`config.mk`:
```
export PLATFORM = sky130hd
export DESIGN_NAME = bcd_to_binary_accumulator
export DESIGN_NICKNAME = d
export VERILOG_FILES = /design/src/rtl/bcd_to_binary_accumulator.sv
export SDC_FILE = /design/constraint.sdc
export NUM_CORES = 1
export LEC_CHECK = 0
export CAP_MARGIN = 10
export CORE_MARGIN = 1.5
export CORE_UTILIZATION = 49
export CTS_BUF_LIST = sky130_fd_sc_hd__clkbuf_8
export CTS_CLUSTER_SIZE = 20
export DETAILED_ROUTE_END_ITERATION = 6
export DONT_BUFFER_PORTS = 1
export GPL_ROUTABILITY_DRIVEN = 0
export SYNTH_ARGS = -nofsm -noshare
export SYNTH_HDL_FRONTEND = slang
export SYNTH_SLANG_ARGS = --single-unit
```
`constraint.sdc`:
```
create_clock -name clk -period 3.2 [get_ports clk]
set_clock_uncertainty 0.15 [all_clocks]
set_input_delay 0.32 -clock clk [delete_from_list [all_inputs] [get_ports clk]]
set_output_delay 0.32 -clock clk [all_outputs]
set_load 0.01 [all_outputs]
```
`src/rtl/bcd_to_binary_accumulator.sv`:
```
// Folds an MSD-first BCD digit stream into a binary value, with digit count and error flags.
// Result is valid the cycle after the last digit; input stalls while a result waits for out_ready.
module bcd_to_binary_accumulator #(
  parameter int DIGITS = 4,
  parameter int OUT_W  = 14
) (
  input  logic             clk,
  input  logic             rst_n,
  input  logic             in_valid,
  output logic             in_ready,
  input  logic [3:0]       in_digit,
  input  logic             in_last,
  output logic             out_valid,
  input  logic             out_ready,
  output logic [OUT_W-1:0] out_value,
  output logic [2:0]       out_count,
  output logic [1:0]       out_error
);

  typedef enum logic {
    ST_ACCUM = 1'b0,
    ST_DONE  = 1'b1
  } state_e;

  localparam logic [2:0] MAX_CNT = 3'(DIGITS);

  state_e           state_q, state_d;
  logic [OUT_W-1:0] acc_q, acc_d;
  logic [2:0]       count_q, count_d;
  logic [1:0]       err_q, err_d;

  logic             digit_ok;
  logic             digit_acc;
  logic [OUT_W-1:0] acc_x10_plus;

  assign digit_ok     = (in_digit <= 4'd9);
  assign digit_acc    = in_valid && in_ready;
  // acc*10 + digit as shift-add; the width rule on OUT_W guarantees no wrap.
  assign acc_x10_plus = (acc_q << 3) + (acc_q << 1) + OUT_W'(in_digit);

  assign in_ready  = (state_q == ST_ACCUM) && rst_n;
  assign out_valid = (state_q == ST_DONE);
  assign out_value = acc_q;
  assign out_count = count_q;
  assign out_error = err_q;

  always_comb begin
    state_d = state_q;
    acc_d   = acc_q;
    count_d = count_q;
    err_d   = err_q;
    case (state_q)
      ST_ACCUM: begin
        if (digit_acc) begin
          if (!digit_ok) begin
            err_d[0] = 1'b1;
          end else if (count_q == MAX_CNT) begin
            err_d[1] = 1'b1;
          end else begin
            acc_d   = acc_x10_plus;
            count_d = count_q + 3'd1;
          end
          if (in_last) begin
            state_d = ST_DONE;
          end
        end
      end
      ST_DONE: begin
        if (out_ready) begin
          state_d = ST_ACCUM;
          acc_d   = '0;
          count_d = '0;
          err_d   = '0;
        end
      end
      default: begin
        state_d = ST_ACCUM;
      end
    endcase
  end

  always_ff @(posedge clk or negedge rst_n) begin
    if (!rst_n) begin
      state_q <= ST_ACCUM;
      acc_q   <= '0;
      count_q <= '0;
      err_q   <= '0;
    end else begin
      state_q <= state_d;
      acc_q   <= acc_d;
      count_q <= count_d;
      err_q   <= err_d;
    end
  end

endmodule
```
==> run summary, run 1 <==
DR vias/cell -> 5.89
Synthesized area per cell -> 9.73 sq um
Worst Tran Pin Value -> 0.985 ns
N_diodes -> 0
Area occupied by multi-input gates -> 1010 sq um
Pin count of the biggest net entering global routing -> 21
Drt initial violations -> 50
Outcome -> completed
Critical Path Fanout Max -> 4
YS warnings -> 0
Drt wl/cell -> 16.6 um
Synth async-reset ratio -> 100%
Worst setup startpoint -> out_value[0]
Worst Setup Path Type -> register to register
CP Data Required Time -> 3.22 ns
Sw power -> 0.000644 W
Layout cell share with drive strength beyond 1 -> 9.64%
Worst setup path endpoint -> out_value[12]
CTS clock-pin slew for the worst setup and hold paths -> 0.07 ns
Prevailing post-synth register cell -> dfrtp_1
Detail Placement HPWL -> 2.62 mm
RR Startpoint -> out_value[0]
Die Y -> 59.9 um
Maximum vdd drop -> 0.349 mV
R2R setup slack -> 0.52 ns
Sw Share -> 46.5%
CTS Buf Count -> 3
Worst min path class -> primary input to register
Flop pwr share -> 35.4%
Yosys reg bits -> 20
Worst slew margin -> 34.1%
End-of-flow core utilization -> 55.1%
Sequential area share after synthesis -> 31.6%
Yosys top cell area share -> 31.6%
DRC errors left -> 0
Seq. cell area -> 500 sq um
CP arrival -> 2.70 ns
Drt first pass iters -> 4
Max Fclk -> 372 MHz
Crit end category -> register
Pleak -> 0.797 nW
R2r worst-path depth -> 8
Fillcell total -> 296
Pwr Density -> 824 nW/um^2
Final Hold Fails -> 0
CTS H-Tree Depth -> 1
Die X -> 59.9 um
I/O pins -> 30
Syn nets -> 198
Largest cells by area after synthesis -> dfrtp_1 (32%), ha_1 (19%), nand2_1 (5.2%)
Crit start category -> register
Grt total ovfl -> 0
Layout area overhead -> 6.08%
Worst reg2reg path endpoint -> out_value[12]
Post-route antenna net violation count -> 0
Setup TNS Final -> 0 ns
Post-Syn Area -> 1590 sq um
GRT Util Overall -> 21.9%
Post_cts resized -> 0
# setup viols final -> 0
Net count reported at finish -> 203
Number of flops mapped to enable cells by yosys -> 0
Largest area contributor in the netlist -> dfrtp_1
Final std cell area, no fill -> 1680 sq um
Via count -> 1237
Worst-Skew Late Latency -> 0.26 ns
Period utilisation layout -> 83.9%
TritonCTS clock tree -> yes
RSZ-0062 raised after global routing -> false
Number of port buffers -> 0
Max-slew violations -> 0
Core area -> 3050 sq um
Synth unique cells -> 46
Vias in the first global route -> 1278
Cells after synthesis -> 163
Initial antenna violation count -> 0
Placed cell area -> 1620 sq um
# rows -> 20
Post-route minimum period -> 2.68 ns
Clock sinks -> 20
Clock Power Share -> 12.1%
# Max-Cap Violations -> 0
Wire length after detailed routing -> 3.48 mm
Die ar. -> 3590 sq um
Global-route wire length before repair -> 5.78 mm
Initial Utilization -> 51.9%
Power Internal -> 0.000741 W
Combinational power share -> 52.5%
Hold Crit Depth -> 1
Root Buffer -> clkbuf_8
Max clock buf depth -> 2
registers in the layout (all words and copies together) (netlist names):
name       cells
out_count      3
out_error      2
out_value     14
out_valid      1
per-stage QoR:
stage	total power [W]	cells	worst slack [ns]	hold slack [ns]
floorplan	0.00106	163	0.747	-0.126
global placement	0.00120	205	0.625	-0.125
detailed placement	0.00122	205	0.557	-0.125
CTS	0.00140	210	0.528	0.0544
global route	0.00153	210	0.358	0.0571
finish	0.00139	210	0.515	0.0567
placed cells by master (no fill, tap or decap), types with 3 or more instances in the layout:
cell      instances
ha_1             24
nand2_1          22
dfrtp_1          20
inv_1            13
o21ai_0           7
nand3_1           6
nor2_1            5
a22o_1            4
a21oi_1           4
and2_1            3
o21bai_1          3
a211oi_1          3
o21a_1            3
xnor2_1           3
clkbuf_8          3
worst max-delay path, cell delays in order, from the launching register on:
cell	delay, ns
dfrtp_1	0.45
inv_1	0.09
fa_1	0.51
fa_1	0.46
nor2b_1	0.19
o21bai_1	0.13
a211oi_1	0.32
nor3_1	0.08
o31ai_1	0.22
metal layers:
layer	GRT usage (%)	vias up	wire length [um]
met3	4.11	5	161
met5	0	-	0
met4	6.67	0	40
li1	-	605	-
met1	27.9	595	1620
met2	37.3	32	1660
Yosys cell counts (2+ instances only):
master	instances
ha_1	24
nand2_1	22
dfrtp_1	20
inv_1	13
o21ai_0	7
nand3_1	6
nor2_1	5
a21oi_1	4
a22o_1	4
a211oi_1	3
and2_1	3
o21a_1	3
o21bai_1	3
xnor2_1	3
a21oi_2	2
a32o_1	2
and4_1	2
buf_6	2
fa_1	2
nand2b_1	2
nand3_2	2
nor2b_1	2
o2111ai_1	2
o41ai_1	2
xor2_1	2
cells by family (layout without fill, tap and decap cells):
group | Yosys count | after routing | synth area share [%]
flip-flops | 20 | 20 | 31.6
AND/OR/NAND/NOR | 52 | 52 | 17.4
multiplexers | 1 | 1 | 0.631
adder cells (fa/ha/maj) | 26 | 26 | 21.5
buffers and inverters | 16 | 19 | 4.81
AO/OA/AOI/OAI | 43 | 43 | 21.3
XOR/XNOR | 5 | 5 | 2.76
cell type report:
type,instances,share of cell area [%]
Multi-Input combinational cell,127,60.0
Sequential cell,20,29.8
Tap cell,44,3.27
Inverter,13,2.90
Clock buffer,3,2.46
Timing Repair Buffer,3,1.64
worst min-delay path by stage:
| stage | start | to |
|---|---|---|
| 6_report | in_digit[0] | out_value[0] |
| 5_1_grt | in_digit[0] | out_value[0] |
| 4_1_cts | in_digit[0] | out_value[0] |
| 3_5_place_dp | rst_n | out_value[11] |
| 3_3_place_gp | rst_n | out_value[9] |
| 2_1_floorplan | rst_n | out_count[0] |
power groups by stage:
stage | combinational [W] | clock [W] | sequential (W)
after floorplan | 0.000594 | 0 | 0.000461
after global placement | 0.000698 | 0 | 0.000498
after detailed placement | 0.000715 | 0 | 0.000501
after CTS | 0.000730 | 0.000173 | 0.000495
after global routing | 0.000835 | 0.000183 | 0.000509
final | 0.000728 | 0.000167 | 0.000491
repair_timing:
action	in CTS	in global routing
hold endpoints to repair	21	0
hold buffers	2	0
buffers inserted	0	0
Note: power is estimated with default switching activity, not from simulation.
==> inputs of run 2 (changes only) <==
==> constraint.sdc (replaced) <==
create_clock -name clk -period 2.6 [get_ports clk]
set_clock_uncertainty 0.15 [all_clocks]
set_input_delay 0.26 -clock clk [delete_from_list [all_inputs] [get_ports clk]]
set_output_delay 0.26 -clock clk [all_outputs]
set_load 0.01 [all_outputs]
==> run summary, run 2 (synthesis gave the netlist of run 1 again) <==
Crit start category -> register
CTS H-Tree Depth -> 1 (unchanged)
Drt first pass iters -> 4 (unchanged)
Setup WS pre-CTS -> 0.0966 ns (-0.460 ns)
Outcome -> completed
Die Y -> 59.9 um (unchanged)
Hold Startpoint -> out_ready
Post-route antenna net violation count -> 0 (unchanged)
Drt initial violations -> 39 (-22%)
Layout cell share with drive strength beyond 1 -> 14.5% (+4.8 points)
CTS clock-pin slew for the worst setup and hold paths -> 0.09 ns (+0.02 ns)
RSZ-0062 raised after global routing -> true
Worst Setup Path Type -> register to register
Final Hold Fails -> 0 (unchanged)
Clock sinks -> 20 (unchanged)
CP arrival -> 2.47 ns (-0.23 ns)
RR Startpoint -> out_value[0]
CP Data Required Time -> 2.62 ns (-0.60 ns)
Pin count of the biggest net entering global routing -> 22 (+4.8%)
# rows -> 20 (unchanged)
Worst slew margin -> 35.6% (+1.5 points)
Post-route minimum period -> 2.45 ns (-0.235 ns)
Crit end category -> register
Critical Path Fanout Max -> 3 (-1)
End-of-flow core utilization -> 57.7% (+2.6 points)
Setup TNS Final -> 0 ns (unchanged)
CTS Buf Count -> 3 (unchanged)
Grt total ovfl -> 0 (unchanged)
Pleak -> 0.828 nW (+3.8%)
Max clock buf depth -> 2 (unchanged)
Setup Fix Bufs, Post-CTS -> 0 (unchanged)
Number of port buffers -> 0 (unchanged)
Die ar. -> 3590 sq um (unchanged)
Initial Utilization -> 51.9% (unchanged)
Placed cell area -> 1650 sq um (+1.9%)
Worst-Skew Late Latency -> 0.27 ns (about the same)
I/O pins -> 30 (unchanged)
Layout area overhead -> 11.0%
R2R setup slack -> 0.15 ns (-0.36 ns)
Pwr Density -> 1010 nW/um^2 (+23%)
# Max-Cap Violations -> 0 (unchanged)
Max Fclk -> 408 MHz (+9.6%)
Root Buffer -> clkbuf_8
Largest register FFs -> 14 (unchanged)
Maximum vdd drop -> 0.383 mV (+9.6%)
Worst reg2reg path endpoint -> out_value[12]
DR vias/cell -> 5.76 (-2.2%)
DRC errors left -> 0 (unchanged)
Worst Hold Path EP -> out_error[0]
Slack of the critical path -> 0.151 ns (-0.365 ns)
GRT Util Overall -> 22.8% (+0.95 points)
Core area -> 3050 sq um (unchanged)
R2r worst-path depth -> 8 (unchanged)
Global-route wire length before repair -> 6.09 mm (+5.4%)
Via count -> 1250 (+1.1%)
N_diodes -> 0 (unchanged)
Final std cell area, no fill -> 1760 sq um (+4.7%)
Worst hold margin -> 0.0443 ns (-0.0124 ns)
Detail Placement HPWL -> 2.60 mm (-0.75%)
Vias in the first global route -> 1306 (+2.2%)
Net count reported at finish -> 209 (+3.0%)
Max-slew violations -> 0 (unchanged)
Wire length after detailed routing -> 3.50 mm (+0.72%)
Initial antenna violation count -> 0 (unchanged)
Period utilisation layout -> 94.2% (+10 points)
Drt wl/cell -> 16.1 um (-2.5%)
Worst Tran Pin Value -> 0.963 ns (-0.0220 ns)
Worst min path class -> primary input to register
Die X -> 59.9 um (unchanged)
TritonCTS clock tree -> yes
# setup viols final -> 0 (unchanged)
Most frequent cells in the layout -> ha_1 (24), nand2_1 (22), dfrtp_1 (20)
Most common cell after layout, fill and taps aside -> ha_1
Hold Crit Depth -> 2 (+1)
-- run 2: cell count changes in the layout (fill, tap and decap cells not counted), sizes merged --
cell / before / now
dlygate4sd3: 2 / 4
buf: 1 / 5
clkbuf: 3 / 4
-- run 2: worst max-delay path by stage --
stage	cells past startpoint	slack, ns	from	endpoint
after detailed placement	8	0.1	out_value[0]	out_value[12]
after global placement	8	0.15	out_value[0]	out_value[12]
after CTS	8	0.07	out_value[0]	out_value[12]
after global routing	8	-0.05	out_value[0]	out_value[12]
final	8	0.15	out_value[0]	out_value[12]
after floorplan	8	0.15	out_value[0]	out_value[12]
-- run 2: through the flow --
stage | power [W] | std cells
after detailed placement | 0.00151 | 209
after global routing | 0.00198 | 217
after global placement | 0.00148 | 209
final | 0.00179 | 217
after floorplan | 0.00130 | 163
after CTS | 0.00178 | 217
-- run 2: metal layers --
metal / vias to the layer above / share of wire, % / GRT usage (%) / wire, um
met2: 33 / 47 / 37.1 / 1640
li1: 619 / - / - / -
met5: - / 0 / 0 / 0
met4: 0 / 1.0 / 7.62 / 36
met1: 594 / 48 / 31.0 / 1680
met3: 4 / 4.1 / 3.25 / 143
-- run 2: worst max-delay path, cell delays in order, from the launching register on --
cell and delay [ns]:
dfrtp_1 0.38, inv_1 0.07, fa_1 0.46, fa_1 0.46, nor2b_2 0.16, o21bai_1 0.13
a211oi_2 0.23, nor3_1 0.07, o31ai_1 0.24
-- run 2: area by class of cell --
type / count / area, sq um
tap: 44 / 55.1
fill: 276 / 1290
timing repair buffer: 9 / 77.6
sequential: 20 / 500
multi-input combinational: 127 / 1020
inverter: 13 / 48.8
clock buffer: 4 / 55.1
-- run 2: timing repair --
action                                 CTS  global route
setup endpoints to repair                0             7
hold buffers                             4             0
resized for setup                        0             4
endpoints found under the hold margin   22             0
-- run 2: power breakdown --
group | internal [W] | total, W | switching (W)
logic | 0.000419 | 0.000942 | 0.000523
clock network | 0.000135 | 0.000254 | 0.000119
registers | 0.000415 | 0.000589 | 0.000174
